**src/rtl/uart_pkg.sv**
```systemverilog
// Shared UART definitions: receiver state encodings, default bit timing and counter width.
// The default bit timing is common to the transmitter and the receiver.
package uart_pkg;

  localparam int DEFAULT_CLKS_PER_BIT = 217;
  localparam int CNT_W = 14;

  typedef enum logic [2:0] {
    ST_IDLE    = 3'd0,
    ST_START   = 3'd1,
    ST_DATA    = 3'd2,
    ST_STOP    = 3'd3,
    ST_CLEANUP = 3'd4,
    ST_BREAK   = 3'd5
  } state_t;

endpackage

```
**src/rtl/uart_rx_if.sv**
```systemverilog
// Receiver output bundle: byte, strobes, frame activity and the FSM state for observation.
// o_RX_DV and o_RX_Frame_Err are single-cycle strobes with no ready; the consumer must take them when they are high.
interface uart_rx_if;
  import uart_pkg::*;

  logic       o_RX_DV;
  logic [7:0] o_RX_Byte;
  logic       o_RX_Frame_Err;
  logic       o_RX_Active;
  state_t     rx_state;

  modport master (output o_RX_DV, o_RX_Byte, o_RX_Frame_Err, o_RX_Active, rx_state);
  modport slave  (input  o_RX_DV, o_RX_Byte, o_RX_Frame_Err, o_RX_Active, rx_state);
endinterface

```
**src/rtl/uart_rx_sync_2ff.sv**
```systemverilog
// Two-flop synchroniser for an asynchronous input pin.
// On reset it loads RESET_VAL, which for a UART line is the idle level.
module sync_2ff #(
  parameter logic RESET_VAL = 1'b1
) (
  input  logic clk,
  input  logic rst_n,
  input  logic d,
  output logic q
);

  logic meta;

  always_ff @(posedge clk or negedge rst_n) begin
    if (!rst_n) begin
      meta <= RESET_VAL;
      q    <= RESET_VAL;
    end else begin
      meta <= d;
      q    <= meta;
    end
  end

endmodule

```
**src/rtl/uart_rx.sv**
```systemverilog
// UART receiver: 8N1, LSB first, mid-bit sampling.
// A good frame produces a one-cycle o_RX_DV; a low stop bit produces a one-cycle o_RX_Frame_Err.
module uart_rx
  import uart_pkg::*;
#(
  parameter int CLKS_PER_BIT = DEFAULT_CLKS_PER_BIT
) (
  input  logic i_Clock,
  input  logic i_Rst_L,
  input  logic i_RX_Serial,
  uart_rx_if.master rx
);

  localparam logic [CNT_W-1:0] HALF = CNT_W'((CLKS_PER_BIT - 1) / 2);
  localparam logic [CNT_W-1:0] LAST = CNT_W'(CLKS_PER_BIT - 1);

  logic             rx_s;
  state_t           state_q, state_d;
  logic [CNT_W-1:0] cnt_q, cnt_d;
  logic [2:0]       idx_q, idx_d;
  logic [7:0]       shift_q, shift_d;
  logic [7:0]       byte_q, byte_d;
  logic             dv_q, dv_d;
  logic             err_q, err_d;
  logic             active_q, active_d;

  sync_2ff #(.RESET_VAL(1'b1)) u_sync (
    .clk   (i_Clock),
    .rst_n (i_Rst_L),
    .d     (i_RX_Serial),
    .q     (rx_s)
  );

  always_ff @(posedge i_Clock or negedge i_Rst_L) begin
    if (!i_Rst_L) begin
      state_q  <= ST_IDLE;
      cnt_q    <= '0;
      idx_q    <= '0;
      shift_q  <= '0;
      byte_q   <= '0;
      dv_q     <= 1'b0;
      err_q    <= 1'b0;
      active_q <= 1'b0;
    end else begin
      state_q  <= state_d;
      cnt_q    <= cnt_d;
      idx_q    <= idx_d;
      shift_q  <= shift_d;
      byte_q   <= byte_d;
      dv_q     <= dv_d;
      err_q    <= err_d;
      active_q <= active_d;
    end
  end

  always_comb begin
    state_d  = state_q;
    cnt_d    = cnt_q;
    idx_d    = idx_q;
    shift_d  = shift_q;
    byte_d   = byte_q;
    dv_d     = 1'b0;
    err_d    = 1'b0;
    active_d = active_q;
    case (state_q)
      ST_IDLE: begin
        cnt_d = '0;
        idx_d = '0;
        if (!rx_s) begin
          state_d  = ST_START;
          active_d = 1'b1;
        end
      end
      ST_START: begin
        // Re-check the line at the middle of the start bit to reject glitches.
        if (cnt_q == HALF) begin
          cnt_d = '0;
          if (!rx_s) begin
            state_d = ST_DATA;
          end else begin
            state_d  = ST_IDLE;
            active_d = 1'b0;
          end
        end else begin
          cnt_d = cnt_q + CNT_W'(1);
        end
      end
      ST_DATA: begin
        if (cnt_q == LAST) begin
          cnt_d          = '0;
          shift_d[idx_q] = rx_s;
          if (idx_q == 3'd7) begin
            state_d = ST_STOP;
            idx_d   = '0;
          end else begin
            idx_d = idx_q + 3'd1;
          end
        end else begin
          cnt_d = cnt_q + CNT_W'(1);
        end
      end
      ST_STOP: begin
        if (cnt_q == LAST) begin
          cnt_d = '0;
          if (rx_s) begin
            byte_d  = shift_q;
            dv_d    = 1'b1;
            state_d = ST_CLEANUP;
          end else begin
            err_d    = 1'b1;
            active_d = 1'b0;
            state_d  = ST_BREAK;
          end
        end else begin
          cnt_d = cnt_q + CNT_W'(1);
        end
      end
      ST_CLEANUP: begin
        active_d = 1'b0;
        state_d  = ST_IDLE;
      end
      ST_BREAK: begin
        // A held-low line must go high before another start bit is accepted.
        active_d = 1'b0;
        if (rx_s) state_d = ST_IDLE;
      end
      default: begin
        state_d  = ST_IDLE;
        cnt_d    = '0;
        idx_d    = '0;
        active_d = 1'b0;
      end
    endcase
  end

  assign rx.o_RX_DV        = dv_q;
  assign rx.o_RX_Byte      = byte_q;
  assign rx.o_RX_Frame_Err = err_q;
  assign rx.o_RX_Active    = active_q;
  assign rx.rx_state       = state_q;

endmodule
```
**src/flat_wrapper.sv**
```systemverilog
// flat-port wrapper written by rule: the top's interface ports become plain ports
module uart_rx_flat import uart_pkg::*;
#(
  parameter int CLKS_PER_BIT = DEFAULT_CLKS_PER_BIT
)
  (i_Clock, i_Rst_L, i_RX_Serial, rx_o_RX_DV, rx_o_RX_Byte, rx_o_RX_Frame_Err, rx_o_RX_Active, rx_rx_state);
  uart_rx_if rx_i ();
  input  logic i_Clock;
  input  logic i_Rst_L;
  input  logic i_RX_Serial;
  output wire logic [$bits(rx_i.o_RX_DV)-1:0] rx_o_RX_DV;
  output wire logic [$bits(rx_i.o_RX_Byte)-1:0] rx_o_RX_Byte;
  output wire logic [$bits(rx_i.o_RX_Frame_Err)-1:0] rx_o_RX_Frame_Err;
  output wire logic [$bits(rx_i.o_RX_Active)-1:0] rx_o_RX_Active;
  output wire logic [$bits(rx_i.rx_state)-1:0] rx_rx_state;
  assign rx_o_RX_DV = rx_i.o_RX_DV;
  assign rx_o_RX_Byte = rx_i.o_RX_Byte;
  assign rx_o_RX_Frame_Err = rx_i.o_RX_Frame_Err;
  assign rx_o_RX_Active = rx_i.o_RX_Active;
  assign rx_rx_state = rx_i.rx_state;
  uart_rx #(.CLKS_PER_BIT(CLKS_PER_BIT)) u_core (.i_Clock(i_Clock), .i_Rst_L(i_Rst_L), .i_RX_Serial(i_RX_Serial), .rx(rx_i));
endmodule
```
**config.mk**
```make
export PLATFORM = sky130hd
export DESIGN_NAME = uart_rx_flat
export DESIGN_NICKNAME = d
export VERILOG_FILES = /design/src/rtl/uart_pkg.sv /design/src/rtl/uart_rx_if.sv /design/src/rtl/uart_rx_sync_2ff.sv /design/src/rtl/uart_rx.sv /design/src/flat_wrapper.sv
export SDC_FILE = /design/constraint.sdc
export NUM_CORES = 1
export LEC_CHECK = 0
export CAP_MARGIN = 20
export CORE_MARGIN = 3
export CORE_UTILIZATION = 45
export DETAILED_ROUTE_END_ITERATION = 8
export PLACE_DENSITY_LB_ADDON = 0.2
export SLEW_MARGIN = 20
export SYNTH_ARGS = -nofsm -noshare
export SYNTH_HDL_FRONTEND = slang
export SYNTH_SLANG_ARGS = --single-unit
```
**constraint.sdc**
```tcl
create_clock -name i_Clock -period 4.1 [get_ports i_Clock]
set_clock_uncertainty 0.05 [all_clocks]
set_input_delay 0.82 -clock i_Clock [delete_from_list [all_inputs] [get_ports i_Clock]]
set_output_delay 0.82 -clock i_Clock [all_outputs]
set_load 0.03 [all_outputs]
```
==> impl_results.md, run 1 <==
- Met2 usage: 25.4%
- R2r startpoint: u_core.cnt_q[0]
- Switch Pwr: 0.136 mW
- Setup crit end kind: output pin
- CTS Buf Count: 5
- RSZ-0062 raised after global routing: false
- Total gr overflow: 0
- Port Buf Inserts: 16
- Clock share of power: 38.3%
- Hpwl dp: 3.06 mm
- Gpl congestion: 0.852
- Core Area: 4440 um2
- Crit path kind: register to output pin
- PostCTS Resize Cnt: 0
- DIE WIDTH: 74.7 um
- Max Cap Viol: 0
- Largest net degree at the start of global routing: 42
- CP delay by family, top: buffers and inverters
- Pint: 0.541 mW
- Sequential power share: 60.2%
- Most utilized layer in the global route result: met2
- Worst slew pin tran: 0.880 ns
- Cts hold-fix bufs: 0
- Critical path peak fanout: 12
- Layout Cells excl Fill: 270
- Post-synth EDFFs: 0
- Final setup fails: 0
- Mapped Cells: 202
- P_leak: 1.03 nW
- Fin area: 2400 um2
- Slew Viols, Final: 0
- Slew headroom: 41.3%
- Routed wire length: 4.29 mm
- Detail Route Antenna Nets: 0
- Final hold vios: 0
- Hold Crit Start: u_core.u_sync.meta
- CP required: 3.23 ns
- Crit path from: u_core.rx.rx_state[0]
- Pre-CTS setup slack: 1.79 ns
- Sink Count: 41
- DIE AREA: 5580 um2
- Synthesis-to-layout area growth: 13.1%
- Max Clk Rate: 402 MHz
- Yosys cell types: 47
- Nets@finish: 225
- Net Sw Frac: 20.1%
- Ratio of cells with drive above 1 in the final layout: 14.7%
- Avg Inst Size Synth: 10.5 um2
- Max incr delay on CP: 0.75 ns
- Met3 usage: 4.01%
- Status: finished clean
- Via density: 6.14
- Via count: 1,659
- CTS Root Buffer Type: clkbuf_8
- Clock buffer depth: 2
- Worst VDD drop: 0.000198 V
- Reg clk slew, reported paths: 0.07 ns
- CP Data Arrival Time: 1.62 ns
- Fin worst setup slack: 1.61 ns
- Initial antenna violation count: 0
- Diode count: 0
- Placed cells: 263
- Num rows: 24
- Min Tclk post-route: 2.49 ns
- Met1 Use GR: 24.1%
- Startpoint Class: register
- Comb pwr share: 1.5%
- Starting density of the core: 47.7%
- Bufs and invs on worst path: 1
- Post-synth net total: 209
- DRC errors left: 0
- All-Layer GR Usage: 16.8%
- I/O pins: 17
- Synth async-reset ratio: 100%
- Post-CTS setup buffers: 0
- Setup TNS: 0 ns
- DRT iter0 DRCs: 140
- Yosys warning total: 0
- Flops & latches, synth: 41
- DR WL/cell: 15.9 um
- CTS tree: yes
- Slowest CP cell: clkdlybuf4s50_1
- Sequential cell area fraction in the yosys report: 48.5%
- Critical-path cell list: clkdlybuf4s50_1
- H-tree depth: 2
- Leading register cell type out of synthesis: dfrtp_1
- Pwr/cell area: 282 nW/um2
- Placed instance area: 2310 um2
- DR pass1 iterations: 4
- Hold WC Path Type: register to register
- Synthesized cell area: 2120 um2
- Vias in the first global route: 1,546
- Later-pin clock latency in the skew report: 0.29 ns
- First-pass GRT wire length: 7.23 mm
- Die height: 74.7 um
- Part of the cycle the worst path needs: 60.6%
==> per-layer routing <==
metal / up-vias / routed length [um]
li1: 794 / -
met1: 811 / 2090
met2: 50 / 1960
met3: 4 / 197
met4: 0 / 48
met5: - / 0
==> power by group through the flow <==
| stage | clock, mW | combinational, mW | sequential, mW |
|---|---|---|---|
| floorplan | 0 | 0.00219 | 0.414 |
| detailed placement | 0 | 0.0108 | 0.416 |
| global placement | 0 | 0.0105 | 0.416 |
| finish | 0.259 | 0.0101 | 0.408 |
| global route | 0.285 | 0.0119 | 0.408 |
| CTS | 0.268 | 0.0109 | 0.408 |
==> cell type report <==
| cell class | instances | area (um2) |
|---|---|---|
| fill | 405 | 2040 |
| sequential | 41 | 1030 |
| multi-input combinational | 144 | 1020 |
| timing repair buffer | 17 | 163 |
| clock buffer | 7 | 86.3 |
| tap | 52 | 65.1 |
| inverter | 9 | 33.8 |
==> cells by family (layout without fill, tap and decap cells) <==
logic type / count (synthesis) / in the layout / share of synthesized area, %
and+or+nand+nor: 89 / 89 / 25.8
DFF: 41 / 41 / 48.5
AOI/OAI and AO/OA: 31 / 31 / 9.79
muxes: 19 / 19 / 9.91
buffers and inverters: 17 / 33 / 3.24
adders and majority gates: 4 / 4 / 2.36
xor gates and xnor gates: 1 / 1 / 0.413
==> per-stage QoR <==
| step | utilization, % | power, mW | hold slack (ns) |
|---|---|---|---|
| finish | 54.0 | 0.677 | 0.313 |
| global route | 54.0 | 0.704 | 0.320 |
| CTS | 54.0 | 0.687 | 0.314 |
| detailed placement | 52.1 | 0.427 | 0.297 |
| global placement | 52.1 | 0.426 | 0.301 |
| floorplan | - | 0.417 | 0.295 |
==> worst paths after layout <==
path	endpoint	slack [ns]	depth (start not counted)
worst min register to register	u_core.u_sync.q	0.31	0
worst min-delay path	u_core.u_sync.q	0.31	0
max in group asynchronous	u_core.rx.o_RX_Byte[2]	2.85	1
min in group asynchronous	u_core.cnt_q[4]	0.59	1
worst max register to register	u_core.cnt_q[10]	1.75	6
worst max-delay path	rx_rx_state[0]	1.61	1
==> state kept, by name (all words and copies together) (netlist names), 3 cells and up <==
signal	flops
u_core.rx.rx_state	3
u_core.shift_q	8
u_core.idx_q	3
u_core.cnt_q	14
u_core.rx.o_RX_Byte	8
==> cell usage after synthesis (2+ instances only) <==
cell | instances | area share, %
a21oi_1 | 6 | 1.4
a22o_1 | 2 | 0.83
a31oi_1 | 2 | 0.59
and2_1 | 3 | 0.88
and3_1 | 3 | 0.88
buf_2 | 4 | 0.94
clkbuf_1 | 4 | 0.71
dfrtp_1 | 39 | 46
dfstp_2 | 2 | 2.5
ha_1 | 4 | 2.4
inv_1 | 9 | 1.6
mux2_1 | 2 | 1.1
mux2_2 | 14 | 7.4
mux2i_1 | 3 | 1.4
nand2_1 | 11 | 1.9
nand2b_1 | 6 | 1.8
nand3_1 | 8 | 1.9
nand4_1 | 6 | 1.8
nand4b_1 | 2 | 0.83
nor2_1 | 12 | 2.1
nor3_1 | 14 | 3.3
nor4_1 | 7 | 2.1
o21ai_0 | 7 | 1.7
o221ai_1 | 2 | 0.83
o22ai_1 | 3 | 0.88
o311ai_0 | 2 | 0.83
or3_1 | 2 | 0.59
or4_1 | 4 | 1.4
==> placed cells by master (no fill, tap or decap), types with 2 or more instances in the layout <==
cell	Yosys	final
nor2_1	12	12
a21oi_1	6	6
or3_1	2	2
mux2i_1	3	3
a31oi_1	2	2
nor4_1	7	7
clkbuf_8	0	6
clkdlybuf4s50_1	0	15
o21ai_0	7	7
dfrtp_1	39	39
nand3_1	8	8
o22ai_1	3	3
or4_1	4	4
inv_1	9	9
dfstp_2	2	2
o221ai_1	2	2
mux2_1	2	2
mux2_2	14	14
ha_1	4	4
o311ai_0	2	2
nand2b_1	6	6
nand2_1	11	11
nand4_1	6	6
nand4b_1	2	2
and3_1	3	3
nor3_1	14	14
and2_1	3	3
a22o_1	2	2
Power figures use the tool's default switching activity.
==> run 2: changes to the inputs <==
==> constraint.sdc (replaced) <==
create_clock -name i_Clock -period 2.1 [get_ports i_Clock]
set_clock_uncertainty 0.05 [all_clocks]
set_input_delay 0.42 -clock i_Clock [delete_from_list [all_inputs] [get_ports i_Clock]]
set_output_delay 0.42 -clock i_Clock [all_outputs]
set_load 0.03 [all_outputs]
==> run 2 against run 1 <==
  * Combinational power grew 110%
  * Utilization grew 5.0 points
  * Count of clock-buffer cells in the layout shrank 1
  * Routed wire length grew 15%
  * First-iteration DRC count shrank 26%
  * Clock power grew 100%
  * Power grew 98%
  * Via count grew 3.6%
  * Final area grew 9.3%
  * Sequential power grew 95%
  * Hold slack lost 0.18 ns
  * Register-to-register slack lost 1.7 ns
==> impl_results.md, run 2 (synthesized netlist as in run 1, its figures left out) <==
- Clock share of power: 39.2%
- DIE AREA: 5580 um2
- Num rows: 24
- Slew Viols, Final: 0
- Vias in the first global route: 1,746
- Pwr/cell area: 512 nW/um2
- Pint: 1.06 mW
- Nets@finish: 246
- Setup TNS: 0 ns
- Min Tclk post-route: 2.09 ns
- CTS Buf Count: 5
- CTS Root Buffer Type: clkbuf_8
- Gpl congestion: 0.867
- Fin util: 59.0%
- Hold WC Path Type: primary input to async pin
- CTS tree: yes
- R2r endpoint: u_core.rx.o_RX_Byte[6]
- Later-pin clock latency in the skew report: 0.28 ns
- First-pass GRT wire length: 8.26 mm
- Initial antenna violation count: 0
- Max Cap Viol: 0
- Startpoint Class: register
- Net Sw Frac: 20.9%
- Sequential power share: 59.2%
- # fillers: 390
- Hpwl dp: 3.46 mm
- Critical path peak fanout: 9
- Reg clk slew, reported paths: 0.08 ns
- Via count: 1,718
- Setup crit end kind: register
- Pwr Total: 1.34 mW
- Worst VDD drop: 0.000312 V
- Diode count: 0
- Register name with the most flops: u_core.cnt_q
- DRT iter0 DRCs: 104
- Register area: 1030 um2
- Area of the multi-input gates: 1080 um2
- Slew headroom: 65.8%
- Commonest cells after routing, fill and taps aside: 39 x dfrtp_1, 20 x buf_4, 15 x clkdlybuf4s50_1
- Part of the cycle the worst path needs: 99.4%
- CP Data Arrival Time: 2.20 ns
- Port Buf Inserts: 16
- DIE WIDTH: 74.7 um
- Worst slew pin tran: 0.513 ns
- Synthesis-to-layout area growth: 23.6%
- Final setup fails: 0
- Switch Pwr: 0.281 mW
- Core Area: 4440 um2
- RSZ-0062 raised after global routing: true
- I/O pins: 17
- Starting density of the core: 47.7%
- Max reg flops: 14
- Fin worst setup slack: 0.0130 ns
- Ratio of cells with drive above 1 in the final layout: 26.7%
- Status: finished clean
- Die height: 74.7 um
- Routed wire length: 4.94 mm
- DRC errors left: 0
- Comb pwr share: 1.6%
- CP required: 2.22 ns
- R2r startpoint: u_core.cnt_q[8]
- Total gr overflow: 0
- Worst R2R Setup Slack: 0.01 ns
- Clock buffer depth: 2
- R2R depth: 6
- Crit path kind: register to register
- P_leak: 1.15 nW
- Via density: 5.88
- All-Layer GR Usage: 19.2%
- DR pass1 iterations: 4
- Largest net degree at the start of global routing: 42
- Detail Route Antenna Nets: 0
- Max Clk Rate: 479 MHz
- H-tree depth: 2
- Commonest non-fill, non-tap cell in the layout: dfrtp_1
- Pre-CTS setup slack: -0.0571 ns
- Final hold vios: 0
- Sink Count: 41
- DR WL/cell: 16.9 um
[run 2: metal layers]
layer	part of all wire, %	GRT usage (%)	vias to the layer above	wire length, um
met4	0.30	5.93	0	15
met5	0	0	-	0
li1	-	-	839	-
met1	46	26.1	841	2270
met2	49	31.0	36	2440
met3	4.4	4.01	2	215
[run 2: worst max-delay path, stage by stage (launching register included)]
cell,delay (ns)
dfrtp_1,0.46
nor3_2,0.43
nand4_4,0.16
buf_4,0.18
nor3_4,0.18
buf_6,0.17
mux2_2,0.35
[run 2: timing repair]
item | 4_1_cts | 5_1_grt
endpoints found under the setup margin | 17 | 24
gates resized for setup | 2 | 13
hold buffers | 0 | 0
cloned | 0 | 1
pin swaps | 0 | 1
buffers inserted | 1 | 0
[run 2: area by class of cell]
class,count,area share [%]
inverters,9,1.29
clock buffers,6,3.15
clock inverters,2,0.525
multi-input cells,144,41.1
flip-flops and latches,41,39.2
repair buffers,38,12.3
well taps,52,2.48
[run 2: stage by stage]
stage                     hold WS, ns  instance area [um2]  cells
after floorplan                0.0744                 2120    202
after global placement          0.297                 2460    282
after detailed placement        0.298                 2460    282
after CTS                       0.153                 2570    291
after global routing            0.165                 2620    292
final                           0.138                 2620    292
[run 2: worst max-delay path by stage]
stage / startpoint / slack (ns) / depth (start not counted) / to
2_1_floorplan: u_core.cnt_q[0] / 0.009 / 6 / u_core.shift_q[5]
3_3_place_gp: u_core.cnt_q[0] / 0.03 / 6 / u_core.cnt_q[10]
3_5_place_dp: u_core.cnt_q[1] / -0.06 / 6 / u_core.cnt_q[10]
4_1_cts: u_core.cnt_q[1] / 0.03 / 8 / u_core.rx.o_RX_Byte[6]
5_1_grt: u_core.cnt_q[0] / -0.03 / 8 / u_core.rx.o_RX_Byte[6]
6_report: u_core.cnt_q[8] / 0.01 / 6 / u_core.rx.o_RX_Byte[6]
[run 2: power groups by stage]
stage          Combinational [mW]  Sequential [mW]  Clock, mW
6_report                   0.0216            0.796      0.526
5_1_grt                    0.0251            0.797      0.582
4_1_cts                    0.0230            0.796      0.550
3_5_place_dp               0.0228            0.812          0
3_3_place_gp               0.0223            0.812          0
2_1_floorplan             0.00428            0.809          0
